$ cat config.mk
export PLATFORM = sky130hd
export DESIGN_NAME = prog_loader
export DESIGN_NICKNAME = d
export VERILOG_FILES = /design/src/rtl/prog_loader.sv
export SDC_FILE = /design/constraint.sdc
export NUM_CORES = 1
export LEC_CHECK = 0
export ABC_AREA = 1
export CAP_MARGIN = 20
export CORE_MARGIN = 3
export CORE_UTILIZATION = 50
export CTS_CLUSTER_DIAMETER = 100
export DETAILED_ROUTE_END_ITERATION = 10
export HOLD_SLACK_MARGIN = 0.08
export MAX_ROUTING_LAYER = met4
export PLACE_DENSITY = 0.81
export SYNTH_ARGS = -nofsm -noshare
export SYNTH_HDL_FRONTEND = slang
export SYNTH_SLANG_ARGS = --single-unit
$ cat constraint.sdc
create_clock -name clk_i -period 2.8 [get_ports clk_i]
set_clock_uncertainty 0.15 [all_clocks]
set_input_delay 0.56 -clock clk_i [delete_from_list [all_inputs] [get_ports clk_i]]
set_output_delay 0.56 -clock clk_i [all_outputs]
set_load 0.01 [all_outputs]
$ cat src/rtl/prog_loader.sv
// Framed program loader: receives a length byte, packed payload and XOR checksum
// from the UART and writes the decoded words into the CPU register memory.
module prog_loader #(
  parameter int REGISTER_WIDTH       = 4,
  parameter int MEMORY_REGISTERS     = 16,
  parameter int MEMORY_ADDRESS_WIDTH = 4,
  parameter bit MSB_FIRST            = 1'b1,
  parameter bit ZERO_FILL            = 1'b1
) (
  input  logic                            clk_i,
  input  logic                            reset_i,
  input  logic                            p_program_i,
  input  logic [7:0]                      rx_data_i,
  input  logic                            rx_valid_i,
  output logic                            mem_we_o,
  output logic [MEMORY_ADDRESS_WIDTH-1:0] mem_addr_o,
  output logic [REGISTER_WIDTH-1:0]       mem_data_o,
  output logic                            program_o,
  output logic                            done_o,
  output logic [1:0]                      error_o
);

  // Counters carry one extra bit so they can hold the full depth as a value.
  localparam int CW = MEMORY_ADDRESS_WIDTH + 1;
  localparam logic [CW-1:0] DEPTH = CW'(MEMORY_REGISTERS);
  localparam bit TWO_WORDS = (REGISTER_WIDTH == 4);

  localparam logic [1:0] ERR_NONE  = 2'd0;
  localparam logic [1:0] ERR_LEN   = 2'd1;
  localparam logic [1:0] ERR_CSUM  = 2'd2;
  localparam logic [1:0] ERR_ABORT = 2'd3;

  typedef enum logic [2:0] {
    S_IDLE, S_LEN, S_PAYLOAD, S_WRITE, S_CHECK, S_FILL, S_DONE, S_ERROR
  } state_t;

  state_t          state_q, state_d;
  logic            prev_prog_q;
  logic [CW-1:0]   len_q, nleft_q, widx_q;
  logic [7:0]      csum_q, byte_q;
  logic            sel_q;

  logic                      start, abort, len_bad, csum_ok, last_word;
  logic [1:0]                err_kind, err_d;
  logic [CW-1:0]             len_in, nbytes_in, addr_d;
  logic                      we_d, prog_d, done_d;
  logic [REGISTER_WIDTH-1:0] data_d, first_word, second_word;

  assign start   = p_program_i && !prev_prog_q && (state_q inside {S_IDLE, S_DONE, S_ERROR});
  assign abort   = !p_program_i && (state_q inside {S_LEN, S_PAYLOAD, S_WRITE, S_CHECK});
  assign len_bad = (rx_data_i == 8'd0) || (rx_data_i > 8'(MEMORY_REGISTERS));
  assign csum_ok = (rx_data_i == csum_q);
  assign last_word = !TWO_WORDS || sel_q;

  assign len_in    = rx_data_i[CW-1:0];
  assign nbytes_in = TWO_WORDS ? ((len_in + CW'(1)) >> 1) : len_in;

  // At width 8 both selections collapse to the whole byte.
  assign first_word  = MSB_FIRST ? rx_data_i[7 -: REGISTER_WIDTH] : rx_data_i[REGISTER_WIDTH-1:0];
  assign second_word = MSB_FIRST ? byte_q[REGISTER_WIDTH-1:0] : byte_q[7 -: REGISTER_WIDTH];

  always_ff @(posedge clk_i) begin
    // NOTE: non-blocking assignments keep every register sampling pre-edge values.
    if (reset_i) begin
      state_q     <= S_IDLE;
      prev_prog_q <= 1'b0;
      len_q       <= '0;
      nleft_q     <= '0;
      widx_q      <= '0;
      csum_q      <= '0;
      byte_q      <= '0;
      sel_q       <= 1'b0;
      mem_we_o    <= 1'b0;
      mem_addr_o  <= '0;
      mem_data_o  <= '0;
      program_o   <= 1'b0;
      done_o      <= 1'b0;
      error_o     <= ERR_NONE;
    end else begin
      state_q     <= state_d;
      prev_prog_q <= p_program_i;
      mem_we_o    <= we_d;
      mem_addr_o  <= addr_d[MEMORY_ADDRESS_WIDTH-1:0];
      mem_data_o  <= data_d;
      program_o   <= prog_d;
      done_o      <= done_d;
      error_o     <= err_d;

      if (start) begin
        widx_q <= '0;
        csum_q <= '0;
        sel_q  <= 1'b0;
      end
      if (state_q == S_LEN && state_d == S_PAYLOAD) begin
        len_q   <= len_in;
        nleft_q <= nbytes_in;
        csum_q  <= rx_data_i;
      end
      if (state_q == S_PAYLOAD && state_d == S_WRITE) begin
        byte_q  <= rx_data_i;
        csum_q  <= csum_q ^ rx_data_i;
        nleft_q <= nleft_q - CW'(1);
        widx_q  <= widx_q + CW'(1);
        sel_q   <= 1'b0;
      end
      if (state_q == S_WRITE && state_d == S_WRITE) begin
        widx_q <= widx_q + CW'(1);
        sel_q  <= 1'b1;
      end
      if (state_q == S_CHECK && state_d == S_FILL) widx_q <= len_q + CW'(1);
      if (state_q == S_FILL && state_d == S_FILL)  widx_q <= widx_q + CW'(1);
    end
  end

  always_comb begin
    // NOTE: defaults first so no path through the case leaves a variable unassigned.
    state_d  = state_q;
    err_kind = ERR_ABORT;
    case (state_q)
      S_IDLE, S_DONE, S_ERROR: if (start) state_d = S_LEN;
      S_LEN: begin
        if (abort) state_d = S_ERROR;
        else if (rx_valid_i) begin
          if (len_bad) begin
            state_d  = S_ERROR;
            err_kind = ERR_LEN;
          end else begin
            state_d = S_PAYLOAD;
          end
        end
      end
      S_PAYLOAD: begin
        if (abort)           state_d = S_ERROR;
        else if (rx_valid_i) state_d = S_WRITE;
      end
      S_WRITE: begin
        if (abort || rx_valid_i) state_d = S_ERROR;
        else if (last_word)      state_d = (nleft_q == '0) ? S_CHECK : S_PAYLOAD;
      end
      S_CHECK: begin
        if (abort) state_d = S_ERROR;
        else if (rx_valid_i) begin
          if (csum_ok) begin
            state_d = (ZERO_FILL && len_q != DEPTH) ? S_FILL : S_DONE;
          end else begin
            state_d  = S_ERROR;
            err_kind = ERR_CSUM;
          end
        end
      end
      S_FILL: begin
        if (rx_valid_i)            state_d = S_ERROR;
        else if (widx_q == DEPTH)  state_d = S_DONE;
      end
      default: state_d = S_IDLE;
    endcase
  end

  // Outputs are computed one cycle ahead and registered, so writes only
  // appear while the next state still intends to write.
  always_comb begin
    we_d   = 1'b0;
    addr_d = widx_q;
    data_d = '0;
    if (state_q == S_PAYLOAD && state_d == S_WRITE) begin
      we_d   = 1'b1;
      data_d = first_word;
    end else if (state_q == S_WRITE && state_d == S_WRITE) begin
      we_d   = (widx_q < len_q);
      data_d = second_word;
    end else if (state_q == S_CHECK && state_d == S_FILL) begin
      we_d   = 1'b1;
      addr_d = len_q;
    end else if (state_q == S_FILL && state_d == S_FILL) begin
      we_d   = 1'b1;
    end
    prog_d = (state_d inside {S_LEN, S_PAYLOAD, S_WRITE, S_CHECK, S_FILL});
    done_d = (state_d == S_DONE);
    err_d  = ERR_NONE;
    if (state_d == S_ERROR) err_d = (state_q == S_ERROR) ? error_o : err_kind;
  end

endmodule

Word-level counts from Yosys, hierarchy flattened:

Index checks and enable logic that the tools add are counted.

* register bits after elaboration: 45
* bits of input ports: 12
* output and inout port bits: 13
* word-level logic and storage cells: 108

* add/subtract/negate cells: 4
* $lt $le $gt $ge: 2
* equality and inequality tests: 17
* muxes and demuxes: 45
* bitwise operators: 2
* reduce and logical (&&, ||, !) cells: 24

Operators by type and width (count)
* two-way mux 3 bit: 13
* two-way mux 5 bit: 7
* equality test 3 bit (second input constant): 8
* two-way mux 8 bit: 3
* two-way mux 4 bit: 5
* one-hot mux 3 bit (6 select lines): 1
* adder 5 x 1 -> 5 bit (second input constant): 3
* equality test 3 x 2 -> 1 bit (second input constant): 4
* two-way mux 1 bit: 10
* two-way mux 2 bit: 5
* nonzero test 5 bit: 2
* nonzero test 3 bit: 3
* equality test 8 bit: 1
* > comparator 8 x 5 -> 1 bit (second input constant): 1
* logical AND 1 bit: 8
* logical NOT 8 bit: 1
* XOR 8 bit: 1
* equality test 3 x 1 -> 1 bit (second input constant): 2
* equality test 5 bit (second input constant): 1
* logical NOT 5 bit: 1
* less-than comparator 5 bit: 1
* inequality test 5 bit (second input constant): 1
* subtractor 5 x 1 -> 5 bit (second input constant): 1
* one-hot mux 2 bit (2 select lines): 1
* 8 further kinds: 10

Logic depth before layout (Yosys ltp):

* word-level depth: 12
* mapped depth: 19
* depth with buffers taken out: 18

Worst setup path before layout:

No wires, ideal clock.

* path type: input port to flip-flop
* start point: in rx_data_i[2]
* end point: reg widx_q[0]
* setup time: 117 ps
* data arrival time: 2001 ps
* data required time: 2533 ps
* slack: 532 ps
* cell stages on the path: 15
* buffers on the path: 1
* path through: clkbuf_2 > inv_1 > nand3_1 > nand2_1 > nand2_1 > nand2_1 > nand2_1 > o21ai_2 > inv_1 > nand3_2 > clkinv_1 > nand2_4 > nand3_2 > o21ai_0 > nor2_1

* word-level cells in the longest chain between the ends: 12
* elaborated cells on any way between the ends: 22
* those cells by class: 1 x order compare; 3 x eq/ne; 11 x mux; 7 x reduce/logical

RTL lines
* start, declared: line 13 `input logic [7:0] rx_data_i,`
* > comparator 8 x 5 -> 1 bit / logical NOT 8 bit (equally long branches): line 51 `assign len_bad = (rx_data_i == 8'd0) || (rx_data_i > 8'(MEMORY_REGISTERS));`
* logical OR 1 bit: line 51
* two-way mux 3 bit: line 124 `if (len_bad) begin`
* two-way mux 3 bit: line 123 `else if (rx_valid_i) begin`
* two-way mux 3 bit: line 122 `if (abort) state_d = S_ERROR;`
* one-hot mux 3 bit (6 select lines) (*): line 119 `case (state_q)`
* equality test 3 x 2 -> 1 bit: line 99, 106
* logical AND 1 bit: line 99 `if (state_q == S_PAYLOAD && state_d == S_WRITE) begin`
* two-way mux 5 bit: line 99
* two-way mux 5 bit: line 106 `if (state_q == S_WRITE && state_d == S_WRITE) begin`
* two-way mux 5 bit: line 110 `if (state_q == S_CHECK && state_d == S_FILL) widx_q <= len_q + CW'(1);`
* two-way mux 5 bit: line 111 `if (state_q == S_FILL && state_d == S_FILL) widx_q <= widx_q + CW'(1);`
* end signal, assigned: line 107 `widx_q <= widx_q + CW'(1);`
* end signal, assigned: line 110
* end signal, assigned: line 111
* end, declared: line 39 `logic [CW-1:0] len_q, nleft_q, widx_q;`

Every way passes the cells marked *; elsewhere a longest branch is shown, timed or not.
A chain may end at the register's enable or synchronous reset.

Worst setup path in the final report:

* start point: in rx_data_i[4]
* end point: reg mem_data_o[3]

* word-level cells in the longest chain between the ends: 10
* elaborated cells on any way between the ends: 16
* those cells by class: 1 x order compare; 2 x eq/ne; 9 x mux; 4 x reduce/logical

RTL lines
* > comparator 8 x 5 -> 1 bit / logical NOT 8 bit (equally long branches): line 51
* logical OR 1 bit: line 51
* two-way mux 3 bit: line 124
* two-way mux 3 bit: line 123
* two-way mux 3 bit: line 122
* one-hot mux 3 bit (6 select lines) (*): line 119
* equality test 3 x 2 -> 1 bit (*): line 165, 168
* logical AND 1 bit: line 168 `end else if (state_q == S_WRITE && state_d == S_WRITE) begin`
* two-way mux 4 bit: line 168
* two-way mux 4 bit (*): line 165 `if (state_q == S_PAYLOAD && state_d == S_WRITE) begin`
* end signal, assigned: line 84 `mem_data_o <= data_d;`
* end, declared: line 17 `output logic [REGISTER_WIDTH-1:0] mem_data_o,`

Marked as above.

==> results.json <==
{
  "pre_cts_slack_ns": -0.238,
  "clock-sinks": 45,
  "layout-drive-gt1-share": 0.154,
  "setup_viol": 0,
  "power_mw": 3.16,
  "insertion_delay_ns": 0.31,
  "syn-instance-count": 412,
  "fin_crit_ns": 2.61,
  "p_leak_nw": 1.53,
  "track_usage": 0.244,
  "first_global_vias": 2681,
  "dr_wl_met3_microns": 469,
  "cp_top_family": "simple AND/OR/NAND/NOR gates",
  "pin_count": 25,
  "tns_ns": 0,
  "synth_area_leaders": "dfxtp_1, nand2_1, a21oi_1",
  "cts-htree-levels": 2,
  "routedWlPerCell_microns": 12.9,
  "ant_nets": 0,
  "numCtsBuffers": 5,
  "avgSynthCellArea_sq_um": 6.55,
  "fill_cells": 424,
  "grt_max_degree": 26,
  "final_common_cell": "nand2_1",
  "ys_ff_latch": 45,
  "synth_area_sq_mm": 0.00270,
  "synthToLayoutAreaGrowth_pct": 28.3,
  "fp-row-count": 26,
  "cts_tree": "done",
  "finalCritPeriodShare": 0.932,
  "antenna_cells": 0,
  "grt_pass1_wl_microns": 12000,
  "vias": 2840,
  "synth_cell_type_count": 31,
  "die_w_microns": 79.5,
  "synth_nets": 436,
  "dieArea_sq_mm": 0.00631,
  "synth_seq_area_share": 0.334,
  "hp-class": "flip-flop to flip-flop",
  "wirelength_microns": 7040,
  "postCtsHoldBufs": 0,
  "cp_max_fo": 5,
  "worst_pin_slew_ns": 0.430,
  "hpwl_microns": 5170,
  "fmax_mhz": 383,
  "cp-start-kind": "input port",
  "cts-root-buf": "clkbuf_8",
  "fin_ws_ns": 0.192,
  "ir_worst_vdd_mv": 0.447,
  "drv_cap": 0,
  "highest_layer": "met4",
  "synth_top_area_frac": 0.334,
  "intPower_mw": 1.77,
  "p_switching_mw": 1.39,
  "post_layout_nonfiller_instances": 544,
  "portBuffers": 24,
  "placedCellCount": 535,
  "hold_viol": 0,
  "wl_met1_microns": 3020,
  "yosysWarnings": 0,
  "routed-wl-met2_microns": 3380,
  "final_max_slew_viol_count": 0,
  "final_cell_mix": "nand2_1, dfxtp_1, inv_1",
  "via_per_inst": 5.22,
  "clk_path_buf_depth": 2,
  "route.detailed.drc": 0,
  "end_kind": "flip-flop",
  "final_util": 0.669,
  "path_clk_slew_ns": 0.09,
  "p_per_area_mw_per_mm2": 912,
  "maxSlewHeadroom": 0.713,
  "seqPwrFrac": 0.280,
  "initial_utilization": 0.522,
  "antenna_found_initial": 0,
  "switching_share": 0.440,
  "slowest_stage": "clkdlybuf4s50_1",
  "clkPwrFrac": 0.167,
  "synth_top_area_cell": "dfxtp_1",
  "fp.dieH_microns": 79.5,
  "drt_iter0_drc": 186,
  "worst-path-buf-inv": 3,
  "critical_path_class": "input port to flip-flop",
  "grt_overflow": 0,
  "cpPeakStageDelay_ns": 0.50,
  "gp_congestion": 0.918,
  "dr.pass1.iters": 5,
  "cpMostUsedCell": "nand2_1",
  "combPwrFrac": 0.553,
  "crit_chain": "clkdlybuf4s50_1, inv_1, buf_4, nand2_1, nand2_1, nand2_1, nand2_2, nand2_1, nand2_1, nand2_1, nor2_2, nor2_4, nand2_4, nor2_1, nand2_1, a21oi_1",
  "coreArea_sq_mm": 0.00517,
  "run_status": "finished, final reports clean",
  "arrival_ns": 2.70,
  "fin_nets": 497,
  "worstPathRequired_ns": 2.90
}
## what timing repair did
| item | CTS | global route |
|---|---|---|
| resized for setup | 0 | 17 |
| buffers inserted | 0 | 0 |
| setup endpoints to repair | 0 | 27 |
## power groups by stage
stage          combinational, mW  clock, mW  sequential (mW)
2_1_floorplan               1.06          0            0.881
3_3_place_gp                1.61          0            0.891
3_5_place_dp                1.64          0            0.896
4_1_cts                     1.66      0.525            0.879
5_1_grt                     1.97      0.552            0.898
6_report                    1.75      0.527            0.882
## worst paths after layout
kind	cells past startpoint	start	end	slack [ns]
worst max-delay path	16	rx_data_i[4]	mem_data_o[3]	0.19
worst max register to register	12	state_q[2]	mem_data_o[3]	0.36
worst min-delay path	2	byte_q[0]	byte_q[0]	0.32
worst min register to register	2	byte_q[0]	byte_q[0]	0.32
## worst register-to-register path, stage by stage (launching register included)
cell      delay [ns]
dfxtp_1         0.49
inv_2           0.06
nand2_1         0.21
nor2_1          0.13
a21oi_1         0.25
o21ai_2         0.11
inv_2           0.08
nand3_2         0.12
clkinv_1        0.10
nand2_4         0.07
nor2_1          0.31
nand2_1         0.13
a21oi_1         0.17
## final cells by class
type / instances / area [sq um] / area share
Timing Repair Buffer: 63 / 571 / 0.165
Inverter: 53 / 201 / 0.0582
Tap cell: 70 / 87.6 / 0.0253
Clock buffer: 6 / 82.6 / 0.0239
Multi-Input combinational cell: 305 / 1580 / 0.457
Clock inverter: 2 / 37.5 / 0.0108
Sequential cell: 45 / 901 / 0.260
## flip-flops by register name, indices dropped and copies added (netlist names)
register / cells
widx_q: 5
error_o: 2
done_o: 1
len_q: 5
mem_data_o: 4
mem_we_o: 1
csum_q: 8
nleft_q: 5
last_word: 1
mem_addr_o: 4
state_q: 3
prev_prog_q: 1
byte_q: 4
program_o: 1
## Yosys cell counts
library cell / instances
buf_2: 3
o211ai_1: 1
xnor2_1: 1
nor4_1: 2
nand3_1: 38
a21boi_0: 1
buf_6: 1
or2_2: 1
nor3_4: 2
o21ai_2: 1
clkbuf_1: 4
nor2_1: 36
nor2_4: 3
nand2_4: 1
xor2_1: 10
clkbuf_2: 1
nand4_1: 5
nand3_2: 2
inv_1: 47
ha_1: 12
a21oi_1: 40
dfxtp_1: 45
nand3b_1: 4
o21ai_1: 2
nor2_2: 2
nand2_1: 121
inv_2: 5
nor3_1: 5
a31oi_1: 1
o21ai_0: 14
clkinv_1: 1
## stage by stage
stage	area (sq um)	hold slack, ns
global route	3460	0.345
CTS	3400	0.323
global placement	3280	0.304
floorplan	2700	0.290
finish	3460	0.322
detailed placement	3280	0.310
## logic make-up (layout without fill, tap and decap cells)
family,after synthesis,after routing,synth area share
and+or+nand+nor,222,222,0.369
buffers and inverters,62,124,0.0909
AOI/OAI and AO/OA,60,60,0.115
DFF,45,45,0.334
adders and majority gates,12,12,0.0557
xor gates and xnor gates,11,11,0.0357
## metal layers
layer / vias to the layer above / track usage
li1: 1442 / -
met1: 1266 / 0.293
met2: 109 / 0.409
met3: 23 / 0.0395
met4: 0 / 0.0945
met5: - / -
No activity file was read; power rests on OpenSTA's default activity.
